$ cat config.mk
export PLATFORM = sky130hd
export DESIGN_NAME = wb_sonar_regs
export DESIGN_NICKNAME = d
export VERILOG_FILES = /design/src/rtl/sonar_wb_pkg.sv /design/src/rtl/sonar_sample_fifo.sv /design/src/rtl/wb_sonar_regs.sv
export SDC_FILE = /design/constraint.sdc
export NUM_CORES = 1
export LEC_CHECK = 0
export BUFFER_PORTS_ARGS = -buffer_cell sky130_fd_sc_hd__buf_2
export CORE_ASPECT_RATIO = 0.9
export CORE_MARGIN = 8
export CORE_UTILIZATION = 61
export DETAILED_ROUTE_END_ITERATION = 6
export MAX_ROUTING_LAYER = met4
export PLACE_DENSITY = 0.85
export SYNTH_ARGS = -nofsm -noshare
export SYNTH_HDL_FRONTEND = slang
export SYNTH_SLANG_ARGS = --single-unit
$ cat constraint.sdc
create_clock -name wb_clk_i -period 8.33 [get_ports wb_clk_i]
set_clock_uncertainty 0.05 [all_clocks]
set_input_delay 0.4165 -clock wb_clk_i [delete_from_list [all_inputs] [get_ports wb_clk_i]]
set_output_delay 0.4165 -clock wb_clk_i [all_outputs]
set_load 0.03 [all_outputs]
$ cat src/rtl/sonar_wb_pkg.sv
// Shared register map, bit positions and reset values for the sonar Wishbone register block.
// Optional interrupt support is enabled by defining SONAR_WB_IRQ_EN.
package sonar_wb_pkg;

  typedef enum logic [2:0] {
    OFF_CTRL      = 3'd0,
    OFF_STATUS    = 3'd1,
    OFF_GPIO_OUT  = 3'd2,
    OFF_GPIO_OEB  = 3'd3,
    OFF_FIFO_DATA = 3'd4,
    OFF_SCRATCH   = 3'd5,
    OFF_RSVD6     = 3'd6,
    OFF_RSVD7     = 3'd7
  } reg_off_e;

  localparam int unsigned CTRL_ENABLE_BIT  = 0;
  localparam int unsigned CTRL_START_BIT   = 1;
  localparam int unsigned CTRL_IRQ_EN_BIT  = 2;

  localparam int unsigned STATUS_COUNT_MSB = 6;
  localparam int unsigned STATUS_EMPTY_BIT = 8;
  localparam int unsigned STATUS_FULL_BIT  = 9;
  localparam int unsigned STATUS_OVF_BIT   = 10;

  localparam logic [15:0] IO_OUT_RST = 16'h0000;
  localparam logic [15:0] IO_OEB_RST = 16'hFFFF;

  function automatic logic [31:0] merge_sel(input logic [31:0] cur,
                                            input logic [31:0] wdat,
                                            input logic [3:0]  sel);
    logic [31:0] r;
    r = cur;
    for (int unsigned i = 0; i < 4; i++) begin
      if (sel[i]) r[8*i +: 8] = wdat[8*i +: 8];
    end
    return r;
  endfunction

endpackage

$ cat src/rtl/sonar_sample_fifo.sv
// Sample FIFO with power-of-two depth; pops on empty and pushes on full (without a pop) are ignored.
module sonar_sample_fifo #(
  parameter int unsigned DEPTH = 8,
  parameter int unsigned WIDTH = 16,
  localparam int unsigned AW = $clog2(DEPTH),
  localparam int unsigned CW = $clog2(DEPTH) + 1
) (
  input  logic             clk,
  input  logic             rst,
  input  logic             push,
  input  logic [WIDTH-1:0] push_data,
  input  logic             pop,
  output logic [WIDTH-1:0] data,
  output logic [CW-1:0]    count,
  output logic             full,
  output logic             empty
);

  logic [WIDTH-1:0] mem [DEPTH];
  logic [AW-1:0]    wr_ptr;
  logic [AW-1:0]    rd_ptr;
  logic             do_push;
  logic             do_pop;

  assign empty   = (count == '0);
  assign full    = (count == CW'(DEPTH));
  assign do_pop  = pop & ~empty;
  // A pop in the same cycle frees a slot, so a full FIFO still accepts the push.
  assign do_push = push & (~full | do_pop);
  assign data    = mem[rd_ptr];

  always_ff @(posedge clk) begin
    if (do_push) mem[wr_ptr] <= push_data;
  end

  always_ff @(posedge clk) begin
    if (rst) begin
      wr_ptr <= '0;
      rd_ptr <= '0;
      count  <= '0;
    end else begin
      if (do_push) wr_ptr <= wr_ptr + AW'(1);
      if (do_pop)  rd_ptr <= rd_ptr + AW'(1);
      count <= count + CW'(do_push) - CW'(do_pop);
    end
  end

endmodule

$ cat src/rtl/wb_sonar_regs.sv
// Wishbone register window for the sonar block: control, status, GPIO, sample FIFO and scratch.
// Define SONAR_WB_IRQ_EN to enable the CTRL.irq_en bit and the irq_o output.
module wb_sonar_regs
  import sonar_wb_pkg::*;
#(
  parameter logic [31:0] BASE_ADDR  = 32'h3000_0000,
  parameter int unsigned FIFO_DEPTH = 8
) (
  input  logic        wb_clk_i,
  input  logic        wb_rst_i,
  input  logic        wbs_stb_i,
  input  logic        wbs_cyc_i,
  input  logic        wbs_we_i,
  input  logic [3:0]  wbs_sel_i,
  input  logic [31:0] wbs_adr_i,
  input  logic [31:0] wbs_dat_i,
  output logic        wbs_ack_o,
  output logic [31:0] wbs_dat_o,
  input  logic        samp_valid_i,
  input  logic [15:0] samp_data_i,
  output logic [15:0] io_out,
  output logic [15:0] io_oeb,
  output logic        start_o,
  output logic        irq_o
);

  localparam int unsigned CW = $clog2(FIFO_DEPTH) + 1;

  logic           hit;
  logic           new_req;
  logic           wr_en;
  reg_off_e       off;
  logic           enable_q;
  logic           irq_en_q;
  logic           overflow_q;
  logic           pop_arm_q;
  logic [31:0]    scratch_q;
  logic [31:0]    rd_data;
  logic [31:0]    scratch_m;
  logic [31:0]    gpio_out_m;
  logic [31:0]    gpio_oeb_m;
  logic           fifo_push;
  logic           fifo_pop;
  logic [15:0]    fifo_head;
  logic [CW-1:0]  fifo_count;
  logic           fifo_full;
  logic           fifo_empty;
  logic           ovf_set;
  logic           ovf_clr;
  logic           unused_bits;

  assign hit     = wbs_cyc_i & wbs_stb_i & (wbs_adr_i[31:5] == BASE_ADDR[31:5]);
  assign new_req = hit & ~wbs_ack_o;
  assign wr_en   = wbs_ack_o & hit & wbs_we_i;
  assign off     = reg_off_e'(wbs_adr_i[4:2]);

  assign scratch_m  = merge_sel(scratch_q, wbs_dat_i, wbs_sel_i);
  assign gpio_out_m = merge_sel({16'h0000, io_out}, wbs_dat_i, wbs_sel_i);
  assign gpio_oeb_m = merge_sel({16'h0000, io_oeb}, wbs_dat_i, wbs_sel_i);

  assign fifo_push = samp_valid_i & enable_q;
  // The pop decision is latched when the read data is captured, so the entry popped
  // is always the one returned even if a push lands in between.
  assign fifo_pop  = wbs_ack_o & pop_arm_q;
  assign ovf_set   = fifo_push & fifo_full & ~fifo_pop;
  assign ovf_clr   = wr_en & (off == OFF_STATUS) & wbs_sel_i[1] & wbs_dat_i[STATUS_OVF_BIT];

  assign unused_bits = ^wbs_adr_i[1:0];

  sonar_sample_fifo #(
    .DEPTH (FIFO_DEPTH),
    .WIDTH (16)
  ) u_fifo (
    .clk       (wb_clk_i),
    .rst       (wb_rst_i),
    .push      (fifo_push),
    .push_data (samp_data_i),
    .pop       (fifo_pop),
    .data      (fifo_head),
    .count     (fifo_count),
    .full      (fifo_full),
    .empty     (fifo_empty)
  );

  always_comb begin
    rd_data = '0;
    case (off)
      OFF_CTRL: begin
        rd_data[CTRL_ENABLE_BIT] = enable_q;
        rd_data[CTRL_IRQ_EN_BIT] = irq_en_q;
      end
      OFF_STATUS: begin
        rd_data[STATUS_COUNT_MSB:0] = 7'(fifo_count);
        rd_data[STATUS_EMPTY_BIT]   = fifo_empty;
        rd_data[STATUS_FULL_BIT]    = fifo_full;
        rd_data[STATUS_OVF_BIT]     = overflow_q;
      end
      OFF_GPIO_OUT:  rd_data = {16'h0000, io_out};
      OFF_GPIO_OEB:  rd_data = {16'h0000, io_oeb};
      OFF_FIFO_DATA: rd_data = fifo_empty ? '0 : {16'h0000, fifo_head};
      OFF_SCRATCH:   rd_data = scratch_q;
      default:       rd_data = '0;
    endcase
  end

  always_ff @(posedge wb_clk_i) begin
    if (wb_rst_i) begin
      wbs_ack_o  <= 1'b0;
      wbs_dat_o  <= '0;
      pop_arm_q  <= 1'b0;
      start_o    <= 1'b0;
      enable_q   <= 1'b0;
      scratch_q  <= '0;
      io_out     <= IO_OUT_RST;
      io_oeb     <= IO_OEB_RST;
      overflow_q <= 1'b0;
    end else begin
      wbs_ack_o <= new_req;
      wbs_dat_o <= new_req ? rd_data : '0;
      pop_arm_q <= new_req & ~wbs_we_i & (off == OFF_FIFO_DATA) & ~fifo_empty;
      start_o   <= wr_en & (off == OFF_CTRL) & wbs_sel_i[0] & wbs_dat_i[CTRL_START_BIT];

      if (wr_en) begin
        case (off)
          OFF_CTRL:     if (wbs_sel_i[0]) enable_q <= wbs_dat_i[CTRL_ENABLE_BIT];
          OFF_GPIO_OUT: io_out    <= gpio_out_m[15:0];
          OFF_GPIO_OEB: io_oeb    <= gpio_oeb_m[15:0];
          OFF_SCRATCH:  scratch_q <= scratch_m;
          default: ;
        endcase
      end

      if (ovf_set)      overflow_q <= 1'b1;
      else if (ovf_clr) overflow_q <= 1'b0;
    end
  end

`ifdef SONAR_WB_IRQ_EN
  always_ff @(posedge wb_clk_i) begin
    if (wb_rst_i) begin
      irq_en_q <= 1'b0;
      irq_o    <= 1'b0;
    end else begin
      if (wr_en && off == OFF_CTRL && wbs_sel_i[0]) irq_en_q <= wbs_dat_i[CTRL_IRQ_EN_BIT];
      irq_o <= irq_en_q & (~fifo_empty | overflow_q);
    end
  end
`else
  assign irq_en_q = 1'b0;
  assign irq_o    = 1'b0;
`endif

endmodule

==> impl_metrics.tcl, run 1 <==
set metrics [dict create \
    status "complete, no violations" \
    drt_iter0_markers 737 \
    syn_area_per_cell_sq_um 12.5 \
    final_cell_area_sq_um 11700 \
    grt_usage_pct 24.6 \
    cp.arrival_ns 3.46 \
    via_count 7287 \
    crit_buf_inv 3 \
    drcViolationCount 0 \
    fin_crit_ns 3.15 \
    syn_inst 798 \
    max-slew-margin-rel_pct 29.7 \
    clock_latency_ns 0.51 \
    p_int_mw 1.90 \
    period_share_pct 37.8 \
    die_h_um 137 \
    slew_viol_final 0 \
    power_density_nw_per_um2 204 \
    grt_pass1_wl_um 38600 \
    start_kind "register" \
    seq_power_share_pct 52.7 \
    p_switching_mw 0.482 \
    cpPeakStageDelay_ns 0.82 \
    drive_above_1_share_pct 25.2 \
    cts_sinks 242 \
    drv_cap 0 \
    swShare_pct 20.2 \
    start_util_pct 61.9 \
    crit_slowest_cell "nor3b_1" \
    worstPathRequired_ns 8.64 \
    portBuffers 153 \
    boundaryPins 157 \
    crit_type "register to register" \
    dp_cells 1111 \
    syn-cell-area_sq_um 9950 \
    setup.worst_path.end_class "register" \
    viasPerCell 6.29 \
    die_w_um 151 \
    postRouteAntennaNets 0 \
    grt_pass1_vias 7062 \
    final_cell_mix "153 x buf_2, 128 x edfxtp_1, 113 x dfxtp_1, 76 x a21oi_1, 66 x nor2_1" \
    post_cts_buffers 0 \
    synth-main-ff-cell "edfxtp_1" \
    cts_tree "built" \
    utilization_pct 72.5 \
    critPathMaxFanout 7 \
    yosysWarnings 0 \
    rsz0062_at_grt "false" \
    crit_family "simple AND/OR/NAND/NOR gates" \
    cts_buffers 24 \
    setup_tns_ns 0 \
    wirelength_um 25500 \
    placed_area_sq_um 10900 \
    antenna_found_initial 2 \
    ys_ff_latch 242 \
    setup_viol 0 \
    synth-edff-count 128 \
    hold_violations 0 \
    wire_per_inst_um 22.0 \
    clkPwrFrac_pct 44.5 \
    vdd.ir_drop.worst_v 0.000188 \
    worst_pin_slew_ns 1.05 \
    synth_seq_area_share_pct 61.5 \
    area_growth_pct 17.1 \
    clkTransAtPathRegs_ns 0.06 \
    drt_pass1_iterations 5 \
    htreeDepth 1 \
    cts_buffer_depth 3 \
    pwr-share-comb_pct 2.9 \
    rows 44 \
    grt_max_degree 98 \
    async_flop_share_pct 0 \
    overflow 0 \
    postCtsHoldBufs 0 \
    hp-class "input port to register" \
    total_power_mw 2.38 \
    finalNonFillerCells 1158 \
    gp_congestion 0.853 \
    dp.final_hpwl_um 16000 \
    die-area_sq_um 20700 \
    synth_cell_types 51 \
    path_cells "inv_1 > ha_1 > nor3b_1 > nor2_1 > ha_1 > inv_1 > ha_1 > inv_1 > fa_1 > xor2_1 > nor2_1" \
    cts-root-buf "clkbuf_16" \
    synth_nets 898 \
    fp.coreArea_sq_um 16100 \
    fin_nets 1030 \
    final_common_cell "buf_2" \
    ctsResizeCount 0 \
    p_leak_nw 4.04 \
    max_freq_mhz 317 \
]
worst reg2reg max path: stages, from the launching register on:
cell and delay (ns):
dfxtp_1 0.31, inv_1 0.13, ha_1 0.19, nor3b_1 0.82
nor2_1 0.27, ha_1 0.35, inv_1 0.06, ha_1 0.16
inv_1 0.06, fa_1 0.37, xor2_1 0.18, nor2_1 0.06
final timing paths:
kind                                    from                    endpoint  slack (ns)  cells after the start
setup / recovery  u_fifo.count[2]$_SDFF_PP0_  u_fifo.count[2]$_SDFF_PP0_        5.18                     11
hold / removal                 wbs_dat_i[16]  scratch_q[16]$_SDFFE_PP0P_        0.12                      3
setup reg to reg  u_fifo.count[2]$_SDFF_PP0_  u_fifo.count[2]$_SDFF_PP0_        5.18                     11
hold reg to reg   scratch_q[25]$_SDFFE_PP0P_    wbs_dat_o[25]$_SDFF_PP0_        0.40                      1
registers in the layout (all words and copies together) (netlist names), named ones only:
name,cells
u_fifo.count,4
u_fifo.rd_ptr,3
pop_arm_q,1
enable_q,1
io_oeb,16
wbs_ack_o,1
u_fifo.mem,128
u_fifo.wr_ptr,3
overflow_q,1
scratch_q,32
io_out,16
start_o,1
wbs_dat_o,32
power groups by stage:
stage | Sequential, mW | Combinational [mW] | Clock, mW
finish | 1.25 | 0.0679 | 1.06
floorplan | 1.28 | 0.0281 | 0
detailed placement | 1.28 | 0.0656 | 0
CTS | 1.25 | 0.0664 | 1.07
global placement | 1.28 | 0.0641 | 0
global route | 1.25 | 0.0731 | 1.11
stage by stage:
stage / worst slack [ns] / hold slack (ns)
4_1_cts: 5.24 / 0.0938
3_5_place_dp: 5.17 / 0.392
6_report: 5.18 / 0.117
5_1_grt: 5.05 / 0.112
3_3_place_gp: 5.27 / 0.385
2_1_floorplan: 5.23 / 0.380
cell families after synthesis:
| kind of cell | Yosys count | synth area share [%] |
|---|---|---|
| compound gates | 157 | 9.82 |
| xor+xnor | 4 | 0.352 |
| fa+ha+maj | 10 | 1.33 |
| buf+inv | 70 | 2.89 |
| flops | 242 | 61.5 |
| mux | 84 | 11.3 |
| other cells | 1 | 0.0377 |
| simple gates | 230 | 12.7 |
synth_stat cells, types with 5 or more instances:
| cell | n | area share, % |
|---|---|---|
| clkbuf_1 | 43 | 1.6 |
| edfxtp_1 | 128 | 39 |
| and2_1 | 17 | 1.1 |
| buf_1 | 5 | 0.19 |
| inv_1 | 9 | 0.34 |
| nand3_1 | 23 | 1.2 |
| mux4_2 | 22 | 5.0 |
| nor4_1 | 7 | 0.44 |
| a22oi_1 | 10 | 0.75 |
| buf_2 | 11 | 0.55 |
| nand2b_1 | 14 | 0.88 |
| nor2b_1 | 5 | 0.31 |
| nand4_1 | 54 | 3.4 |
| mux2_2 | 5 | 0.57 |
| dfxtp_1 | 114 | 23 |
| ha_1 | 9 | 1.1 |
| nand2_1 | 11 | 0.41 |
| a21oi_1 | 76 | 3.8 |
| nor2_1 | 66 | 2.5 |
| o31ai_1 | 50 | 3.8 |
| nor3b_1 | 7 | 0.53 |
| mux2i_1 | 57 | 5.7 |
routing by layer:
metal	GRT usage, %	vias up	wire length [um]
met5	-	-	0
met4	9.01	0	731
met3	4.24	51	2440
met2	38.0	374	12200
met1	32.2	3542	10100
li1	-	3320	-
cell type report:
cell class,instances,area (sq um)
diodes,3,7.51
inverters,9,33.8
clock buffers,36,707
multi-input cells,486,3570
clock inverters,8,76.3
well taps,207,259
repair buffers,167,871
fillers,1046,4420
flip-flops and latches,242,6130
Power figures use the tool's default switching activity.
==> run 2: changes to the inputs <==
--- a/config.mk
+++ b/config.mk
@@ -8,10 +8,10 @@
 export BUFFER_PORTS_ARGS = -buffer_cell sky130_fd_sc_hd__buf_2
 export CORE_ASPECT_RATIO = 0.9
 export CORE_MARGIN = 8
-export CORE_UTILIZATION = 61
+export CORE_UTILIZATION = 56
 export DETAILED_ROUTE_END_ITERATION = 6
 export MAX_ROUTING_LAYER = met4
-export PLACE_DENSITY = 0.85
+export PLACE_DENSITY = 0.79
 export SYNTH_ARGS = -nofsm -noshare
 export SYNTH_HDL_FRONTEND = slang
 export SYNTH_SLANG_ARGS = --single-unit
==> constraint.sdc (replaced) <==
create_clock -name wb_clk_i -period 3.1 [get_ports wb_clk_i]
set_clock_uncertainty 0.05 [all_clocks]
set_input_delay 0.155 -clock wb_clk_i [delete_from_list [all_inputs] [get_ports wb_clk_i]]
set_output_delay 0.155 -clock wb_clk_i [all_outputs]
set_load 0.03 [all_outputs]
==> impl_metrics.tcl, run 2 (synthesized netlist as in run 1, its figures left out) <==
set metrics [dict create \
    status "complete, no violations" \
    worst_pin_slew_ns 1.02 \
    via_count 7545 \
    power_density_nw_per_um2 537 \
    drt_iter0_markers 769 \
    rows 46 \
    rsz0062_at_grt "false" \
    max-slew-margin-rel_pct 32.1 \
    vdd.ir_drop.worst_v 0.000433 \
    dp_cells 1155 \
    die_w_um 157 \
    htreeDepth 1 \
    fin_nets 1090 \
    crit_slowest_cell "or4b_2" \
    fillCellCount 1226 \
    grt_max_degree 97 \
    slew_viol_final 0 \
    final_cell_mix "153 x buf_2, 128 x edfxtp_1, 113 x dfxtp_1, 76 x a21oi_1, 66 x nor2_1" \
    clock_latency_ns 0.51 \
    path_cells "buf_4 > or4b_2 > nor4_1 > nand3_1 > a31oi_1" \
    seq_area_sq_um 6130 \
    cts_tree "built" \
    wirelength_um 26200 \
    period_share_pct 86.0 \
    start_kind "register" \
    finalNonFillerCells 1251 \
    portBuffers 153 \
    boundaryPins 157 \
    crit_type "register to register" \
    viasPerCell 6.03 \
    overflow 0 \
    reg_top3 "u_fifo.mem (128), scratch_q (32), wbs_dat_o (32)" \
    fin_crit_ns 2.66 \
    cts_buffers 24 \
    area_growth_pct 24.0 \
    p_leak_nw 4.33 \
    cpPeakStageDelay_ns 0.66 \
    wire_per_inst_um 20.9 \
    grt_usage_pct 23.6 \
    drt_pass1_iterations 5 \
    worstPathRequired_ns 3.47 \
    grt_pass1_vias 7249 \
    cp.arrival_ns 3.03 \
    postRouteAntennaNets 0 \
    drive_above_1_share_pct 25.4 \
    critPathMaxFanout 11 \
    antenna_found_initial 1 \
    max_freq_mhz 375 \
    fp.coreArea_sq_um 17500 \
    cts-root-buf "clkbuf_16" \
    final_common_cell "buf_2" \
    clkTransAtPathRegs_ns 0.07 \
    gp_congestion 0.859 \
    drv_cap 0 \
    largest_reg_flops 128 \
    die_h_um 142 \
    cts_buffer_depth 3 \
    whs_ns 0.0598 \
    drcViolationCount 0 \
    max_flop_register "u_fifo.mem" \
    setup_viol 0 \
    die-area_sq_um 22300 \
    grt_pass1_wl_um 40200 \
    setup_tns_ns 0 \
    setup.worst_path.end_class "register" \
    start_util_pct 56.9 \
    post_cts_buffers 0 \
    dp.final_hpwl_um 17200 \
    hp-class "input port to register" \
    cts_sinks 242 \
    hold_violations 0 \
    multi_input_area_sq_um 3570 \
]
-- run 2: area by class of cell --
cell class | instances | area share [%]
flip-flops and latches | 242 | 49.7
diodes | 3 | 0.0608
multi-input cells | 486 | 28.9
repair buffers | 227 | 11.9
well taps | 240 | 2.43
inverters | 9 | 0.274
clock buffers | 28 | 5.24
clock inverters | 16 | 1.52
-- run 2: path summary, 6_finish.rpt --
kind                         startpoint                       end  slack [ns]  cells after the start
min reg2reg  scratch_q[28]$_SDFFE_PP0P_  wbs_dat_o[28]$_SDFF_PP0_        0.41                      1
max reg2reg        wbs_ack_o$_SDFF_PP0_   wbs_dat_o[8]$_SDFF_PP0_        0.44                      5
max                wbs_ack_o$_SDFF_PP0_   wbs_dat_o[8]$_SDFF_PP0_        0.44                      5
min                        wbs_adr_i[3]   wbs_dat_o[0]$_SDFF_PP0_        0.06                      3
-- run 2: per-stage QoR --
step	power [mW]	instance area, sq um	util, %	setup WS [ns]
after global routing	6.81	12300	70.5	0.277
after detailed placement	3.62	11000	62.9	0.221
after global placement	3.61	11000	62.9	0.386
final	6.63	12300	70.5	0.436
after floorplan	3.51	9950	-	0.00388
after CTS	6.65	12300	70.5	0.250
-- run 2: critical path: cells and delay by family, from the launching register on --
| family | cells | cell delay, ns |
|---|---|---|
| AO/OA/AOI/OAI | 1 | 0.31 |
| buffers and inverters | 1 | 0.16 |
| flip-flops | 1 | 0.31 |
| AND/OR/NAND/NOR | 3 | 1.74 |
-- run 2: layer usage --
layer | track usage, % | wire length [um] | vias up
met5 | - | 0 | -
met4 | 7.98 | 845 | 0
met3 | 4.07 | 1900 | 76
met2 | 37.2 | 12700 | 331
met1 | 30.5 | 10800 | 3693
li1 | - | - | 3445
-- run 2: repair_timing --
item	CTS	global route
endpoints found under the hold margin	195	0
gates resized for setup	0	1
hold buffers	49	0
setup endpoints to repair	0	1
-- run 2: power by group --
part	leakage (nW)	internal [mW]	switching [mW]
Combinational	1.86	0.108	0.125
Sequential	2.07	3.37	0.0000000000339
Clock	0.392	1.83	1.20
==> run 3: changes to the inputs <==
--- a/config.mk
+++ b/config.mk
@@ -10,8 +10,8 @@
 export CORE_MARGIN = 8
 export CORE_UTILIZATION = 56
 export DETAILED_ROUTE_END_ITERATION = 6
-export MAX_ROUTING_LAYER = met4
-export PLACE_DENSITY = 0.79
+export PLACE_DENSITY = 0.83
+export SETUP_SLACK_MARGIN = 0.2
 export SYNTH_ARGS = -nofsm -noshare
 export SYNTH_HDL_FRONTEND = slang
 export SYNTH_SLANG_ARGS = --single-unit
==> impl_metrics.tcl, run 3 (synthesized netlist as in run 1, its figures left out) <==
set metrics [dict create \
    dp_cells 1157 \
    cp.arrival_ns 3.10 \
    multi_input_area_sq_um 3570 \
    final_cell_mix "153 x buf_2, 128 x edfxtp_1, 113 x dfxtp_1, 76 x a21oi_1, 64 x nor2_1" \
    status "complete, no violations" \
    cts_sinks 242 \
    final_common_cell "buf_2" \
    portBuffers 153 \
    max-slew-margin-rel_pct 33.5 \
    crit_slowest_cell "or4b_2" \
    htreeDepth 1 \
    viasPerCell 6.12 \
    drt_pass1_iterations 5 \
    drcViolationCount 0 \
    crit_type "register to register" \
    power_density_nw_per_um2 514 \
    cts-root-buf "clkbuf_16" \
    antenna_found_initial 2 \
    start_kind "register" \
    cpPeakStageDelay_ns 0.67 \
    cts_tree "built" \
    grt_max_degree 97 \
    setup_tns_ns 0 \
    start_util_pct 56.9 \
    cts_buffer_depth 3 \
    reg_top3 "u_fifo.mem (128), scratch_q (32), wbs_dat_o (32)" \
    worst_pin_slew_ns 0.998 \
    rsz0062_at_grt "false" \
    drv_cap 0 \
    area_growth_pct 23.0 \
    boundaryPins 157 \
    die-area_sq_um 22300 \
    setup_viol 0 \
    gp_congestion 0.833 \
    via_count 7675 \
    postRouteAntennaNets 0 \
    dp.final_hpwl_um 17100 \
    critPathMaxFanout 11 \
    fin_ws_ns 0.370 \
    wirelength_um 26200 \
    finalNonFillerCells 1254 \
    die_h_um 142 \
    post_cts_buffers 0 \
    seq_area_sq_um 6130 \
    die_w_um 157 \
    utilization_pct 70.0 \
    overflow 0 \
    grt_pass1_vias 7518 \
    grt_pass1_wl_um 40200 \
    hp-class "input port to register" \
    drt_iter0_markers 862 \
    fin_nets 1092 \
    fillCellCount 1175 \
    dp_slack_ns 0.213 \
    p_leak_nw 4.30 \
    period_share_pct 88.1 \
    fin_crit_ns 2.73 \
    hold_violations 0 \
    rows 46 \
    max_flop_register "u_fifo.mem" \
    vdd.ir_drop.worst_v 0.000489 \
    drive_above_1_share_pct 25.0 \
    worstPathRequired_ns 3.47 \
    max_freq_mhz 366 \
    grt_usage_pct 22.9 \
    slew_viol_final 0 \
    clock_latency_ns 0.51 \
    setup.worst_path.end_class "register" \
    clkTransAtPathRegs_ns 0.06 \
    cts_buffers 24 \
    wire_per_inst_um 20.9 \
    path_cells "buf_4 > or4b_2 > nor4_1 > nand3_1 > a31oi_1" \
    fp.coreArea_sq_um 17500 \
    largest_reg_flops 128 \
]
==> run 3: changes by cell type in the layout (fill, tap and decap cells not counted), sizes merged <==
cell	before	now
clkinvlp	6	0
clkbuf	28	37
diode	3	4
bufinv	4	0
clkinv	5	7
inv	10	9
buf	178	180
==> run 3: path summary, 6_finish.rpt <==
path | startpoint | end | slack, ns | cells after the start
setup / recovery | wbs_ack_o$_SDFF_PP0_ | wbs_dat_o[9]$_SDFF_PP0_ | 0.37 | 5
hold / removal | wbs_adr_i[3] | start_o$_SDFF_PP0_ | 0.05 | 4
hold reg to reg | scratch_q[29]$_SDFFE_PP0P_ | wbs_dat_o[29]$_SDFF_PP0_ | 0.40 | 1
setup reg to reg | wbs_ack_o$_SDFF_PP0_ | wbs_dat_o[9]$_SDFF_PP0_ | 0.37 | 5
==> run 3: through the flow <==
stage          total power, mW  hold slack [ns]  area [sq um]
2_1_floorplan             3.51            0.204          9960
3_3_place_gp              3.61            0.367         11000
3_5_place_dp              3.62            0.374         11000
4_1_cts                   6.31           0.0328         12200
5_1_grt                   6.48           0.0649         12200
6_report                  6.30           0.0481         12200
==> run 3: repair_timing <==
item | CTS | global route
hold buffers | 49 | 0
resized for setup | 1 | 2
endpoints found under the hold margin | 195 | 0
setup endpoints to repair | 10 | 18
==> run 3: area by class of cell <==
cell class	count	area share (%)
clock buffers	37	5.72
multi-input cells	486	29.2
flip-flops and latches	242	50.0
inverters	9	0.276
diodes	4	0.0817
well taps	240	2.45
repair buffers	229	12.0
clock inverters	7	0.255
==> run 3: routing by layer <==
metal / vias to the layer above / share of wire, % / routed length, um / global-route usage [%]
met2: 416 / 47 / 12400 / 36.1
met3: 92 / 9.2 / 2430 / 5.25
li1: 3458 / - / - / -
met4: 0 / 5.5 / 1440 / 13.2
met5: - / 0 / 0 / 0
met1: 3709 / 38 / 10000 / 28.5
==> run 3: critical path: cells and delay by family (launching register included) <==
kind                   cells  cell delay (ns)
DFF                        1             0.31
AOI/OAI and AO/OA          1             0.32
buffers and inverters      1             0.17
and+or+nand+nor            3             1.80
==> run 3: power by group <==
| group | total (mW) | switching [mW] | internal, mW |
|---|---|---|---|
| logic | 0.236 | 0.127 | 0.108 |
| registers | 3.37 | 0.0000000000349 | 3.37 |
| clock network | 2.69 | 1.14 | 1.55 |
| total | 6.30 | 1.27 | 5.03 |
